### config.mk
export PLATFORM = sky130hd
export DESIGN_NAME = mem_addr_seq_flat
export DESIGN_NICKNAME = d
export VERILOG_FILES = /design/src/rtl/mem_addr_seq_if.sv /design/src/rtl/mem_addr_seq.sv /design/src/flat_wrapper.sv
export SDC_FILE = /design/constraint.sdc
export NUM_CORES = 1
export LEC_CHECK = 0
export ABC_AREA = 1
export CAP_MARGIN = 20
export CORE_MARGIN = 1.5
export CORE_UTILIZATION = 60
export CTS_CLUSTER_SIZE = 20
export DETAILED_ROUTE_END_ITERATION = 8
export DONT_BUFFER_PORTS = 1
export PLACE_DENSITY_LB_ADDON = 0.15
export SKIP_LAST_GASP = 1
export SLEW_MARGIN = 20
export SYNTH_ARGS = -nofsm -noshare
export SYNTH_HDL_FRONTEND = slang
export SYNTH_SLANG_ARGS = --single-unit
### constraint.sdc
create_clock -name clk -period 3.05 [get_ports clk]
set_input_delay 0.61 -clock clk [delete_from_list [all_inputs] [get_ports clk]]
set_output_delay 0.61 -clock clk [all_outputs]
set_load 0.005 [all_outputs]
### src/rtl/mem_addr_seq_if.sv
// Bus bundle: control request, dual-rail mux drive/observe, captured address to memory side.
// Latency: none, wires only.
// Backpressure: none; the master side paces the mux through the DATA/NULL handshake.
interface mem_addr_seq_if #(
  parameter int ADDR_W = 4
);
  // Control unit request
  logic              start;
  logic [ADDR_W-1:0] pc;
  logic [ADDR_W-1:0] operand;

  // Dual-rail drive towards the address mux
  logic              ph0_t;
  logic              ph0_f;
  logic [ADDR_W-1:0] pc_t;
  logic [ADDR_W-1:0] pc_f;
  logic [ADDR_W-1:0] i_t;
  logic [ADDR_W-1:0] i_f;

  // Dual-rail mux outputs
  logic [ADDR_W-1:0] a_t;
  logic [ADDR_W-1:0] a_f;

  // Memory-side result and status
  logic [ADDR_W-1:0] addr;
  logic              addr_valid;
  logic              addr_phase;
  logic              busy;
  logic              done;
  logic              err;

  // Sequencer side
  modport master (
    input  start, pc, operand, a_t, a_f,
    output ph0_t, ph0_f, pc_t, pc_f, i_t, i_f,
           addr, addr_valid, addr_phase, busy, done, err
  );

  // Environment side (control unit, mux, memory)
  modport slave (
    output start, pc, operand, a_t, a_f,
    input  ph0_t, ph0_f, pc_t, pc_f, i_t, i_f,
           addr, addr_valid, addr_phase, busy, done, err
  );
endinterface

### src/rtl/mem_addr_seq.sv
// Sequences the dual-rail address mux through fetch (PC) then operand (I) DATA/NULL phases.
// Latency: start->done is 9 cycles minimum; every wait state needs two agreeing rail samples.
// Backpressure: start is only taken in IDLE and never queued. Optional MEM_ADDR_SEQ_TIMEOUT_EN
// bounds every wait state to TIMEOUT cycles.
module mem_addr_seq #(
  parameter int ADDR_W  = 4,
  parameter int TIMEOUT = 64
) (
  input logic            clk,
  input logic            rst,
  mem_addr_seq_if.master bus
);

  typedef enum logic [2:0] {
    IDLE   = 3'd0,
    F_DATA = 3'd1,
    F_NULL = 3'd2,
    O_DATA = 3'd3,
    O_NULL = 3'd4,
    ERROR  = 3'd5
  } state_t;

  state_t            state_q, state_d;
  logic [ADDR_W-1:0] pc_q, pc_d;
  logic [ADDR_W-1:0] op_q, op_d;

  logic              ph0_t_q, ph0_t_d;
  logic              ph0_f_q, ph0_f_d;
  logic [ADDR_W-1:0] pc_t_q, pc_t_d;
  logic [ADDR_W-1:0] pc_f_q, pc_f_d;
  logic [ADDR_W-1:0] i_t_q, i_t_d;
  logic [ADDR_W-1:0] i_f_q, i_f_d;

  logic [ADDR_W-1:0] addr_q, addr_d;
  logic              addr_valid_q, addr_valid_d;
  logic              addr_phase_q, addr_phase_d;
  logic              busy_q, busy_d;
  logic              done_q, done_d;
  logic              err_q, err_d;

  // Previous-sample memory for two-sample qualification
  logic              comp_seen_q, comp_seen_d;
  logic              null_seen_q, null_seen_d;
  logic              ill_seen_q, ill_seen_d;

  logic              a_complete, a_null, a_illegal;
  logic              comp_ok, null_ok, ill_ok;
  logic              timed_out;
  logic              drive_data;

  assign a_complete = &(bus.a_t ^ bus.a_f);
  assign a_null     = ~|(bus.a_t | bus.a_f);
  assign a_illegal  = |(bus.a_t & bus.a_f);

  // A condition counts only when it held on the previous sample as well
  assign comp_ok = a_complete & comp_seen_q;
  assign null_ok = a_null & null_seen_q;
  assign ill_ok  = a_illegal & ill_seen_q;

`ifdef MEM_ADDR_SEQ_TIMEOUT_EN
  localparam int CNT_W = $clog2(TIMEOUT + 1);

  logic [CNT_W-1:0] cnt_q, cnt_d;

  assign timed_out = (cnt_q == CNT_W'(TIMEOUT - 1));

  // Per-state dwell counter, cleared whenever the state changes
  always_comb begin
    cnt_d = cnt_q + 1'b1;
    if (state_d != state_q) begin
      cnt_d = '0;
    end
  end

  // Dwell counter register
  always_ff @(posedge clk) begin
    if (rst) begin
      cnt_q <= '0;
    end else begin
      cnt_q <= cnt_d;
    end
  end
`else
  logic unused_timeout;

  assign timed_out      = 1'b0;
  assign unused_timeout = ^TIMEOUT;
`endif

  // Next state, operand capture and the address/done pulses
  always_comb begin
    state_d      = state_q;
    pc_d         = pc_q;
    op_d         = op_q;
    addr_d       = addr_q;
    addr_valid_d = 1'b0;
    addr_phase_d = addr_phase_q;
    done_d       = 1'b0;
    case (state_q)
      IDLE: begin
        if (bus.start) begin
          pc_d    = bus.pc;
          op_d    = bus.operand;
          state_d = F_DATA;
        end
      end
      F_DATA: begin
        if (ill_ok) begin
          state_d = ERROR;
        end else if (comp_ok) begin
          addr_d       = bus.a_t;
          addr_valid_d = 1'b1;
          addr_phase_d = 1'b0;
          state_d      = F_NULL;
        end else if (timed_out) begin
          state_d = ERROR;
        end
      end
      F_NULL: begin
        if (ill_ok) begin
          state_d = ERROR;
        end else if (null_ok) begin
          state_d = O_DATA;
        end else if (timed_out) begin
          state_d = ERROR;
        end
      end
      O_DATA: begin
        if (ill_ok) begin
          state_d = ERROR;
        end else if (comp_ok) begin
          addr_d       = bus.a_t;
          addr_valid_d = 1'b1;
          addr_phase_d = 1'b1;
          state_d      = O_NULL;
        end else if (timed_out) begin
          state_d = ERROR;
        end
      end
      O_NULL: begin
        if (ill_ok) begin
          state_d = ERROR;
        end else if (null_ok) begin
          done_d  = 1'b1;
          state_d = IDLE;
        end else if (timed_out) begin
          state_d = ERROR;
        end
      end
      ERROR: begin
        state_d = ERROR;
      end
      default: begin
        state_d = IDLE;
      end
    endcase
  end

  // Rail drive follows the state being entered, so NULL goes out on the same edge
  // the DATA phase completes; the IDLE->F_DATA edge only latches the operands
  always_comb begin
    drive_data = (state_q != IDLE) && ((state_d == F_DATA) || (state_d == O_DATA));
    ph0_t_d    = drive_data && (state_d == F_DATA);
    ph0_f_d    = drive_data && (state_d == O_DATA);
    pc_t_d     = drive_data ? pc_q  : '0;
    pc_f_d     = drive_data ? ~pc_q : '0;
    i_t_d      = drive_data ? op_q  : '0;
    i_f_d      = drive_data ? ~op_q : '0;
    busy_d     = (state_d != IDLE);
    err_d      = (state_d == ERROR);
  end

  // Sample history restarts on state entry so a stale sample never qualifies
  always_comb begin
    comp_seen_d = a_complete && (state_d == state_q);
    null_seen_d = a_null && (state_d == state_q);
    ill_seen_d  = a_illegal;
  end

  // State and registered outputs
  always_ff @(posedge clk) begin
    if (rst) begin
      state_q      <= IDLE;
      pc_q         <= '0;
      op_q         <= '0;
      ph0_t_q      <= 1'b0;
      ph0_f_q      <= 1'b0;
      pc_t_q       <= '0;
      pc_f_q       <= '0;
      i_t_q        <= '0;
      i_f_q        <= '0;
      addr_q       <= '0;
      addr_valid_q <= 1'b0;
      addr_phase_q <= 1'b0;
      busy_q       <= 1'b0;
      done_q       <= 1'b0;
      err_q        <= 1'b0;
      comp_seen_q  <= 1'b0;
      null_seen_q  <= 1'b0;
      ill_seen_q   <= 1'b0;
    end else begin
      state_q      <= state_d;
      pc_q         <= pc_d;
      op_q         <= op_d;
      ph0_t_q      <= ph0_t_d;
      ph0_f_q      <= ph0_f_d;
      pc_t_q       <= pc_t_d;
      pc_f_q       <= pc_f_d;
      i_t_q        <= i_t_d;
      i_f_q        <= i_f_d;
      addr_q       <= addr_d;
      addr_valid_q <= addr_valid_d;
      addr_phase_q <= addr_phase_d;
      busy_q       <= busy_d;
      done_q       <= done_d;
      err_q        <= err_d;
      comp_seen_q  <= comp_seen_d;
      null_seen_q  <= null_seen_d;
      ill_seen_q   <= ill_seen_d;
    end
  end

  assign bus.ph0_t      = ph0_t_q;
  assign bus.ph0_f      = ph0_f_q;
  assign bus.pc_t       = pc_t_q;
  assign bus.pc_f       = pc_f_q;
  assign bus.i_t        = i_t_q;
  assign bus.i_f        = i_f_q;
  assign bus.addr       = addr_q;
  assign bus.addr_valid = addr_valid_q;
  assign bus.addr_phase = addr_phase_q;
  assign bus.busy       = busy_q;
  assign bus.done       = done_q;
  assign bus.err        = err_q;

endmodule

### src/flat_wrapper.sv
// flat-port wrapper written by rule: the top's interface ports become plain ports
module mem_addr_seq_flat 
#(
  parameter int ADDR_W  = 4,
  parameter int TIMEOUT = 64
)
  (clk, rst, bus_start, bus_pc, bus_operand, bus_a_t, bus_a_f, bus_ph0_t, bus_ph0_f, bus_pc_t, bus_pc_f, bus_i_t, bus_i_f, bus_addr, bus_addr_valid, bus_addr_phase, bus_busy, bus_done, bus_err);
  mem_addr_seq_if #(.ADDR_W(ADDR_W)) bus_i ();
  input logic clk;
  input logic rst;
  input wire logic [$bits(bus_i.start)-1:0] bus_start;
  input wire logic [$bits(bus_i.pc)-1:0] bus_pc;
  input wire logic [$bits(bus_i.operand)-1:0] bus_operand;
  input wire logic [$bits(bus_i.a_t)-1:0] bus_a_t;
  input wire logic [$bits(bus_i.a_f)-1:0] bus_a_f;
  output wire logic [$bits(bus_i.ph0_t)-1:0] bus_ph0_t;
  output wire logic [$bits(bus_i.ph0_f)-1:0] bus_ph0_f;
  output wire logic [$bits(bus_i.pc_t)-1:0] bus_pc_t;
  output wire logic [$bits(bus_i.pc_f)-1:0] bus_pc_f;
  output wire logic [$bits(bus_i.i_t)-1:0] bus_i_t;
  output wire logic [$bits(bus_i.i_f)-1:0] bus_i_f;
  output wire logic [$bits(bus_i.addr)-1:0] bus_addr;
  output wire logic [$bits(bus_i.addr_valid)-1:0] bus_addr_valid;
  output wire logic [$bits(bus_i.addr_phase)-1:0] bus_addr_phase;
  output wire logic [$bits(bus_i.busy)-1:0] bus_busy;
  output wire logic [$bits(bus_i.done)-1:0] bus_done;
  output wire logic [$bits(bus_i.err)-1:0] bus_err;
  assign bus_i.start = bus_start;
  assign bus_i.pc = bus_pc;
  assign bus_i.operand = bus_operand;
  assign bus_i.a_t = bus_a_t;
  assign bus_i.a_f = bus_a_f;
  assign bus_ph0_t = bus_i.ph0_t;
  assign bus_ph0_f = bus_i.ph0_f;
  assign bus_pc_t = bus_i.pc_t;
  assign bus_pc_f = bus_i.pc_f;
  assign bus_i_t = bus_i.i_t;
  assign bus_i_f = bus_i.i_f;
  assign bus_addr = bus_i.addr;
  assign bus_addr_valid = bus_i.addr_valid;
  assign bus_addr_phase = bus_i.addr_phase;
  assign bus_busy = bus_i.busy;
  assign bus_done = bus_i.done;
  assign bus_err = bus_i.err;
  mem_addr_seq #(.ADDR_W(ADDR_W), .TIMEOUT(TIMEOUT)) u_core (.clk(clk), .rst(rst), .bus(bus_i));
endmodule
* After elaboration in Yosys (flattened, before gate mapping)
Cells that the tools add are included.
Word-level totals: bits in registers 41, logic and storage cells 81
Cells by class: eq/ne operators 13, multiplexer cells 17, bitwise gates (word level) 12, reduce and logical (&&, ||, !) cells 21
Operators with widths (count):
- two-way mux 3 bit | 9
- case mux 3 bit (6 select lines) | 1
- == test 3 x 2 -> 1 bit (second input constant) | 3
- == test 3 bit (second input constant) | 3
- inverter 4 bit | 2
- OR reduction 4 bit | 2
- == test 3 x 1 -> 1 bit (second input constant) | 2
- two-way mux 1 bit | 6
- nonzero test 3 bit | 2
- OR reduction 3 bit | 2
- logical AND 1 bit | 5
- AND reduction 5 bit | 1
- AND 4 bit | 1
- inequality test 2 x 1 -> 1 bit (second input constant) | 2
- inequality test 2 bit (second input constant) | 2
- inverter 1 bit | 4
- OR 4 bit | 1
- AND reduction 4 bit | 1
- OR reduction 2 bit | 2
- bitwise XOR 4 bit | 1
- AND 1 bit | 3
- == test 3 bit | 1
- zero test 3 bit | 1
- AND reduction 3 bit | 1
- other kinds (5) | 5

* Logic depth before layout (Yosys ltp)
Gate-level depths: netlist (run 1).
depth in word-level cells 12, mapped depth 14

* Worst setup path after synthesis (run 1)
OpenSTA, ideal clock, no wires.
path kind in2reg, start point in bus_a_t[3], end point reg u_core.ph0_f_q, in the netlist u_core.bus.ph0_f, arrival time 1.896 ns, setup slack 1.040 ns, cell stages on the path 14, path buffers 1, path through inv_1 -> ha_1 -> nand2_1 -> nor2_1 -> nand2_1 -> inv_1 -> nor2_1 -> nor2_1 -> nand3_2 -> nand2_2 -> inv_4 -> nand2_4 -> buf_12 -> nor2_2
On the way: longest elaborated chain between the ends 11, elaborated cells on any way between the ends 24, those cells by class 2 x eq/ne; 9 x mux; 6 x bitwise; 7 x reduce/logical
RTL lines:
- start, declared | line flat_wrapper.sv:14 | input wire logic [$bits(bus_i.a_t)-1:0] bus_a_t;
- OR 4 bit | line mem_addr_seq.sv:52 | assign a_null = ~|(bus.a_t | bus.a_f);
- OR reduction 4 bit | line mem_addr_seq.sv:52
- zero test 1 bit | line mem_addr_seq.sv:52
- AND 1 bit | line mem_addr_seq.sv:57 | assign null_ok = a_null & null_seen_q;
- two-way mux 3 bit, on equally long branches | line mem_addr_seq.sv:143, mem_addr_seq.sv:122
- two-way mux 3 bit, on equally long branches | line mem_addr_seq.sv:141, mem_addr_seq.sv:120
- case mux 3 bit (6 select lines) (*) | line mem_addr_seq.sv:99 | case (state_q)
- == test 3 x 1 -> 1 bit / == test 3 x 2 -> 1 bit (equally long branches) | line mem_addr_seq.sv:162, mem_addr_seq.sv:164
- logical OR 1 bit | line mem_addr_seq.sv:162 | drive_data = (state_q != IDLE) && ((state_d == F_DATA) || (state_d == O_DATA));
- logical AND 1 bit | line mem_addr_seq.sv:162
- logical AND 1 bit (*) | line mem_addr_seq.sv:164 | ph0_f_d = drive_data && (state_d == O_DATA);
- end signal, assigned | line mem_addr_seq.sv:206 | ph0_f_q <= ph0_f_d;
- end, declared | line mem_addr_seq.sv:28 | logic ph0_f_q, ph0_f_d;
Every way passes the cells marked *; elsewhere a longest branch is shown, timed or not. A chain may end at the register's enable or synchronous reset.

* Worst setup path after layout (run 1)
start point reg u_core.state_q[2], end point reg u_core.pc_f_q[0], in the netlist u_core.bus.pc_f[0]
On the way: longest elaborated chain between the ends 8, elaborated cells on any way between the ends 23, those cells by class 7 x eq/ne; 10 x mux; 1 x bitwise; 5 x reduce/logical
RTL lines:
- start, declared | line mem_addr_seq.sv:23 | state_t state_q, state_d;
- start signal, assigned | line mem_addr_seq.sv:202 | state_q <= state_d;
- two-way mux 3 bit, on equally long branches (2 in a row)
- case mux 3 bit (6 select lines) | line mem_addr_seq.sv:99
- == test 3 x 1 -> 1 bit / == test 3 x 2 -> 1 bit (equally long branches) | line mem_addr_seq.sv:162
- logical OR 1 bit | line mem_addr_seq.sv:162
- logical AND 1 bit (*) | line mem_addr_seq.sv:162
- inverter 1 bit (no source line) (*)
- OR reduction 2 bit (no source line) (*)
- end signal, assigned | line mem_addr_seq.sv:208 | pc_f_q <= pc_f_d;
- end, declared | line mem_addr_seq.sv:30 | logic [ADDR_W-1:0] pc_f_q, pc_f_d;
Marks and branches as above.

==> impl_metrics.csv, run 1 <==
group,metric,value,unit
clocking,clk_slew_on_worst_s_h_paths,0.12,ns
placement,pre_cts_ws,0.854,ns
clocking,tritoncts_clock_tree,"yes",
floorplan,fp.dieArea,0.00306,sq mm
global_routing,first_pass_grt_wire_length,4.73,mm
pwr,cellLeakagePower,0.764,nW
placement,place.detailed.hpwl,2.05,mm
clocking,clockRootBuffer,"sky130_fd_sc_hd__clkbuf_4",
critical_path,worstSetupStartpointType,"flip-flop",
pwr,p_sw_share,26.7,%
flow_run,timing.max_cap.violations,0,
critical_path,criticalPathCategory,"reg2reg",
cells_and_area,layout.core_utilization,67.6,%
yosys,distinct_cell_type_count_after_synthesis,23,
yosys,yosys_warnings,0,
timing,slew_headroom,66.7,%
status,run_status,"complete, no violations",
global_routing,antenna_found_initial,0,
yosys,synth.yosys.seq_area_share,50.0,%
clocking,cts.sinks,41,
detailed_routing,dr_total_vias,1189,
floorplan,io-pin-count,46,
detailed_routing,firstDrtPassIters,4,
clocking,htreeDepth,2,
pwr,power_switching,0.259,mW
yosys,post_synth_inst_count,192,
pwr,pwr-share-comb,10.8,%
cells_and_area,area_taken_by_flip_flops_and_latches,821,sq um
cells_and_area,final_net_count,222,
global_routing,groute.usage.overall,19.6,%
clocking,ctsHoldBuffers,0,
critical_path,worst_ep_arrival_time,2.18,ns
timing,timing.final.crit_share,63.9,%
clocking,worstSkewPairLatency,0.34,ns
floorplan,initial_utilization,65.1,%
placement,placement.io_buffers,0,
global_routing,grt_start_max_net_pins,19,
global_routing,first_global_vias,1127,
floorplan,die_height,55.3,um
clocking,clock_path_buffers,2,
clocking,cts_buf_count,5,
timing,finalHoldViolCount,0,
timing,worstMarginPinSlew,0.498,ns
detailed_routing,routedWlPerCell,12.4,um
min_path,hp-class,"in2reg",
pwr,p_int,0.711,mW
detailed_routing,final_antenna_net_count,0,
yosys,synth_nets,219,
critical_path,worst_ep_required_time,3.28,ns
pwr,power.clock.fraction,28.9,%
pwr,power_density,569,mW/mm^2
critical_path,worst-path-max-fanout,18,
cells_and_area,layout-area-overhead-vs-synth,3.89,%
timing,grt_setup_unrepaired,"no",
pwr,seqPwrFrac,60.3,%
timing,drv_slew,0,
cells_and_area,antenna_cells,0,
yosys,syn-cell-area,0.00164,sq mm
detailed_routing,routed_wl,2.80,mm
yosys,post_synth.cell_area_avg,8.55,sq um
timing,final_period_minus_worst_setup_slack,1.95,ns
clocking,cts_setup_buffers,0,
clocking,post_cts_resized,0,
pwr,ir_drop,0.000416,V
floorplan,die_w,55.3,um
detailed_routing,vias_per_cell,5.26,
timing,final-setup-viol-count,0,
placement,gpl.final_weighted_congestion,0.971,
timing,fin_tns_setup,0,ns
yosys,flops_latches_synth,41,
cells_and_area,n_fill_cell,209,
floorplan,rows,18,
critical_path,end_kind,"flip-flop",
cells_and_area,multi_input_comb_area,679,sq um
timing,worst_slack,1.10,ns
detailed_routing,drc_errors,0,
timing,skew,0.00714,ns
detailed_routing,drt-initial-drc-count,36,
global_routing,globalRoute.totalOverflow,0,
pwr,power,0.970,mW
timing,peak_freq,513,MHz
cells_and_area,layout-drive-gt1-share,17.3,%
floorplan,coreArea,0.00252,sq mm
[power by group through the flow]
stage,registers [mW],logic [mW],clock network [mW]
finish,0.585,0.105,0.280
global route,0.588,0.120,0.306
CTS,0.585,0.105,0.292
detailed placement,0.597,0.104,0
global placement,0.596,0.0994,0
floorplan,0.592,0.0947,0
[synthesized netlist by cell type]
master / n / area [sq um]
sky130_fd_sc_hd__dfxtp_1: 41 / 821
sky130_fd_sc_hd__nand2_1: 31 / 116
sky130_fd_sc_hd__inv_1: 23 / 86.3
sky130_fd_sc_hd__nor2_1: 21 / 78.8
sky130_fd_sc_hd__a21oi_1: 16 / 80.1
sky130_fd_sc_hd__o21ai_0: 12 / 60.1
sky130_fd_sc_hd__nor2_2: 11 / 68.8
sky130_fd_sc_hd__ha_1: 8 / 100
sky130_fd_sc_hd__nand3_1: 5 / 25.0
sky130_fd_sc_hd__nand2_2: 3 / 18.8
sky130_fd_sc_hd__nand3_2: 3 / 30.0
sky130_fd_sc_hd__nor2_4: 3 / 33.8
sky130_fd_sc_hd__nor3_1: 3 / 15.0
sky130_fd_sc_hd__clkbuf_1: 2 / 7.51
sky130_fd_sc_hd__inv_4: 2 / 12.5
sky130_fd_sc_hd__buf_12: 1 / 20.0
sky130_fd_sc_hd__buf_6: 1 / 11.3
sky130_fd_sc_hd__inv_2: 1 / 3.75
sky130_fd_sc_hd__nand2_4: 1 / 11.3
sky130_fd_sc_hd__nand4_1: 1 / 6.26
sky130_fd_sc_hd__nor3_4: 1 / 16.3
sky130_fd_sc_hd__o211ai_1: 1 / 7.51
sky130_fd_sc_hd__o21bai_2: 1 / 11.3
[path summary, 6_finish.rpt]
check,from,to,slack [ns],cells after the start
max,u_core.state_q[2]$_SDFF_PP0_,u_core.bus.pc_f[0]$_SDFF_PP0_,1.10,9
min,rst,u_core.bus.addr_phase$_SDFFE_PP0P_,0.31,1
max reg2reg,u_core.state_q[2]$_SDFF_PP0_,u_core.bus.pc_f[0]$_SDFF_PP0_,1.10,9
min reg2reg,u_core.pc_q[0]$_SDFFE_PP0P_,u_core.bus.pc_f[0]$_SDFF_PP0_,0.42,1
[state kept, by name, indices dropped and copies added (netlist names)]
register               cells
u_core.op_q                4
u_core.ill_seen_q          1
u_core.bus.ph0_f           1
u_core.bus.err             1
u_core.bus.busy            1
u_core.bus.i_f             4
u_core.bus.addr            4
u_core.state_q             3
u_core.comp_seen_q         1
u_core.bus.addr_valid      1
u_core.bus.pc_f            4
u_core.bus.done            1
u_core.bus.pc_t            4
u_core.bus.addr_phase      1
u_core.bus.i_t             4
u_core.bus.ph0_t           1
u_core.null_seen_q         1
u_core.pc_q                4
[stage by stage]
step | hold slack [ns] | cell area (sq um) | instances
6_report | 0.315 | 1710 | 226
3_3_place_gp | 0.397 | 1640 | 218
4_1_cts | 0.295 | 1710 | 226
2_1_floorplan | 0.393 | 1640 | 192
3_5_place_dp | 0.401 | 1640 | 218
5_1_grt | 0.298 | 1710 | 226
[layout make-up]
class	instances	share of cell area, %
inverter	26	6.02
multi-input combinational	121	39.8
clock inverter	2	0.807
clock buffer	6	3.01
sequential	41	48.1
tap	30	2.20
[cells in the final DEF, fill, tap and decap left out, drive strengths merged]
master,n
dfxtp,41
nand2,35
nor2,35
inv,26
a21oi,16
o21ai,12
ha,8
nand3,8
clkbuf,6
nor3,4
clkinv,2
o21bai,1
o211ai,1
nand4,1
[routing by layer]
| metal | vias up | GRT usage [%] | part of all wire [%] |
|---|---|---|---|
| met3 | 6 | 6.79 | 5.9 |
| li1 | 608 | - | - |
| met2 | 49 | 34.5 | 50 |
| met1 | 526 | 21.2 | 43 |
| met4 | 0 | 8.36 | 1.4 |
| met5 | - | 0 | 0 |
[cell families (layout without fill, tap and decap cells)]
logic type | after synthesis | in the layout | share of synthesized area, %
flip-flops | 41 | 41 | 50.0
buffers and inverters | 30 | 34 | 8.61
AND/OR/NAND/NOR | 83 | 83 | 25.6
adder cells (fa/ha/maj) | 8 | 8 | 6.10
AO/OA/AOI/OAI | 30 | 30 | 9.68
[critical path: stages, from the launching register on]
cell and delay, ns:
sky130_fd_sc_hd__dfxtp_1 0.64, sky130_fd_sc_hd__nor3_4 0.10, sky130_fd_sc_hd__nand2_2 0.24, sky130_fd_sc_hd__nand2_1 0.09, sky130_fd_sc_hd__nor2_1 0.20, sky130_fd_sc_hd__nand3_2 0.12, sky130_fd_sc_hd__nand2_2 0.11, sky130_fd_sc_hd__inv_4 0.05
sky130_fd_sc_hd__nand2_4 0.21, sky130_fd_sc_hd__nor2_1 0.07
Note: power is estimated with default switching activity, not from simulation.
==> run 2, diff against run 1 <==
--- a/config.mk
+++ b/config.mk
@@ -8,7 +8,7 @@
 export ABC_AREA = 1
 export CAP_MARGIN = 20
 export CORE_MARGIN = 1.5
-export CORE_UTILIZATION = 60
+export CORE_UTILIZATION = 55
 export CTS_CLUSTER_SIZE = 20
 export DETAILED_ROUTE_END_ITERATION = 8
 export DONT_BUFFER_PORTS = 1
==> constraint.sdc (replaced) <==
create_clock -name clk -period 1.76 [get_ports clk]
set_input_delay 0.352 -clock clk [delete_from_list [all_inputs] [get_ports clk]]
set_output_delay 0.352 -clock clk [all_outputs]
set_load 0.005 [all_outputs]
==> run 2 against run 1 <==
  * The run now ends with design-rule violations left
  * Routed wire length grew 2.1%
  * Critical path depth did not move
  * Die area rose by 8.6%
  * Sequential power is 73% higher
  * Largest cell class unchanged
==> impl_metrics.csv, run 2 (same netlist as run 1, synthesis figures left out) <==
group,metric,value,unit
global_routing,globalRoute.totalOverflow,0,
critical_path,crit_chain,"inv_4, nand3_2, nand2_2, o21bai_2, nand3_2, nand2_2, inv_4, nand2_4, nor2_1",
cells_and_area,most_frequent_cells_in_the_layout,"39 x sky130_fd_sc_hd__dfxtp_1, 31 x sky130_fd_sc_hd__nand2_1, 23 x sky130_fd_sc_hd__inv_1",
cells_and_area,layout-area-overhead-vs-synth,10.1,%
cells_and_area,final_net_count,234,
detailed_routing,drt-initial-drc-count,58,
detailed_routing,met1_routed_wirelength_after_detailed_routing,1.26,mm
detailed_routing,dr_total_vias,1228,
critical_path,worst_ep_arrival_time,1.86,ns
clocking,tritoncts_clock_tree,"yes",
critical_path,worstRegToRegCells,9,
detailed_routing,final_antenna_net_count,0,
cells_and_area,antenna_cells,0,
critical_path,timing.critical_path.buf_inv,2,
detailed_routing,vias_per_cell,5.16,
clocking,clk_slew_on_worst_s_h_paths,0.11,ns
detailed_routing,highest_layer,"met4",
floorplan,coreArea,0.00281,sq mm
clocking,cts_setup_buffers,0,
floorplan,rows,19,
clocking,cts_buf_count,5,
floorplan,io-pin-count,46,
pwr,cellLeakagePower,0.826,nW
global_routing,first_global_vias,1158,
timing,finalHoldViolCount,0,
critical_path,regToRegSetupSlack,0.15,ns
critical_path,critPathSlowestCell,"sky130_fd_sc_hd__dfxtp_1",
timing,skew,0.00334,ns
detailed_routing,routed_wl,2.86,mm
detailed_routing,firstDrtPassIters,7,
global_routing,antenna_found_initial,0,
clocking,clock_path_buffers,2,
status,run_status,"finished, violations left",
critical_path,gate_family_responsible_for_the_most_delay_along_the_worst_path,"simple AND/OR/NAND/NOR gates",
floorplan,die_height,57.6,um
timing,worstMarginPinSlew,0.336,ns
pwr,power,1.80,mW
timing,timing.final.crit_share,91.2,%
detailed_routing,routedWlPerCell,12.0,um
cells_and_area,n_fill_cell,239,
floorplan,initial_utilization,58.5,%
clocking,clockRootBuffer,"sky130_fd_sc_hd__clkbuf_4",
timing,slew_headroom,77.5,%
status,violated_checks,"design-rule violations",
global_routing,groute.usage.overall,19.4,%
min_path,hold_start,"rst",
critical_path,worstSetupStartpointType,"flip-flop",
flow_run,timing.max_cap.violations,0,
critical_path,worst-path-max-fanout,18,
clocking,worstSkewPairLatency,0.35,ns
cells_and_area,layout-drive-gt1-share,22.7,%
critical_path,timing.rr.start,"u_core.state_q[0]$_SDFF_PP0_",
detailed_routing,wl_met2,1.28,mm
floorplan,die_w,57.6,um
global_routing,grt_start_max_net_pins,19,
detailed_routing,routed-wl-met3,239,um
critical_path,worstReg2RegEnd,"u_core.bus.pc_f[0]$_SDFF_PP0_",
timing,final-setup-viol-count,0,
min_path,worst_hold_path.num_cells,1,
global_routing,first_pass_grt_wire_length,4.84,mm
timing,drv_slew,0,
critical_path,cp_slowest_stage_delay,0.54,ns
timing,worst_slack,0.155,ns
critical_path,end_kind,"flip-flop",
clocking,cts.sinks,41,
detailed_routing,drc_errors,10,
placement,placement.io_buffers,0,
clocking,htreeDepth,2,
placement,gpl.final_weighted_congestion,0.869,
cells_and_area,layout.core_utilization,64.4,%
pwr,power_density,996,mW/mm^2
min_path,hp-class,"in2reg",
timing,grt_setup_unrepaired,"no",
pwr,ir_drop,0.000561,V
critical_path,criticalPathCategory,"reg2reg",
placement,pre_cts_ws,-0.119,ns
timing,peak_freq,623,MHz
critical_path,worst_ep_required_time,2.01,ns
min_path,whs_endpoint,"u_core.ill_seen_q$_SDFF_PP0_",
timing,final_period_minus_worst_setup_slack,1.61,ns
placement,place.detailed.hpwl,2.10,mm
floorplan,fp.dieArea,0.00332,sq mm
cells_and_area,layout_commonest_cell,"sky130_fd_sc_hd__dfxtp_1",
## run 2: cell type report
type / instances / area [sq um] / share of cell area [%]
well taps: 31 / 38.8 / 2.15
inverters: 26 / 103 / 5.68
multi-input cells: 121 / 679 / 37.6
clock inverters: 2 / 35.0 / 1.94
clock buffers: 5 / 37.5 / 2.08
flip-flops and latches: 41 / 823 / 45.6
repair buffers: 12 / 90.1 / 4.99
## run 2: repair_timing
action,in CTS,in global routing
resized for setup,0,2
hold buffers,0,0
endpoints found under the setup margin,0,10
hold endpoints to repair,0,0
## run 2: per-stage QoR
| step | cell area [sq um] | instances | hold slack [ns] | setup TNS [ns] |
|---|---|---|---|---|
| finish | 1810 | 238 | 0.0478 | 0 |
| detailed placement | 1730 | 231 | 0.405 | -1.75 |
| CTS | 1800 | 238 | 0.0461 | 0 |
| global placement | 1730 | 231 | 0.397 | -0.259 |
| floorplan | 1640 | 192 | 0.393 | 0 |
| global route | 1810 | 238 | 0.0365 | 0 |
## run 2: how the worst max path moves through the flow
stage | start | to | slack (ns) | depth (start not counted)
global route | u_core.state_q[0]$_SDFF_PP0_ | u_core.bus.i_t[1]$_SDFF_PP0_ | 0.02 | 9
global placement | bus_a_t[3] | u_core.bus.pc_f[0]$_SDFF_PP0_ | -0.04 | 13
floorplan | bus_a_t[3] | u_core.bus.ph0_f$_SDFF_PP0_ | 0.008 | 14
CTS | u_core.state_q[2]$_SDFF_PP0_ | u_core.bus.i_t[1]$_SDFF_PP0_ | 0.07 | 9
detailed placement | bus_a_t[3] | u_core.bus.i_t[1]$_SDFF_PP0_ | -0.12 | 13
finish | u_core.state_q[0]$_SDFF_PP0_ | u_core.bus.pc_f[0]$_SDFF_PP0_ | 0.15 | 9
## run 2: routing by layer
metal | track usage [%] | vias to the layer above
li1 | - | 631
met1 | 22.7 | 546
met2 | 30.4 | 43
met3 | 6.92 | 8
met4 | 12.0 | 0
met5 | 0 | -
## run 2: power breakdown
group | total (mW) | internal [mW] | switching, mW | leakage, nW
clock | 0.585 | 0.289 | 0.296 | 0.0410
combinational | 0.201 | 0.0752 | 0.126 | 0.450
sequential | 1.01 | 0.978 | 0.0355 | 0.335
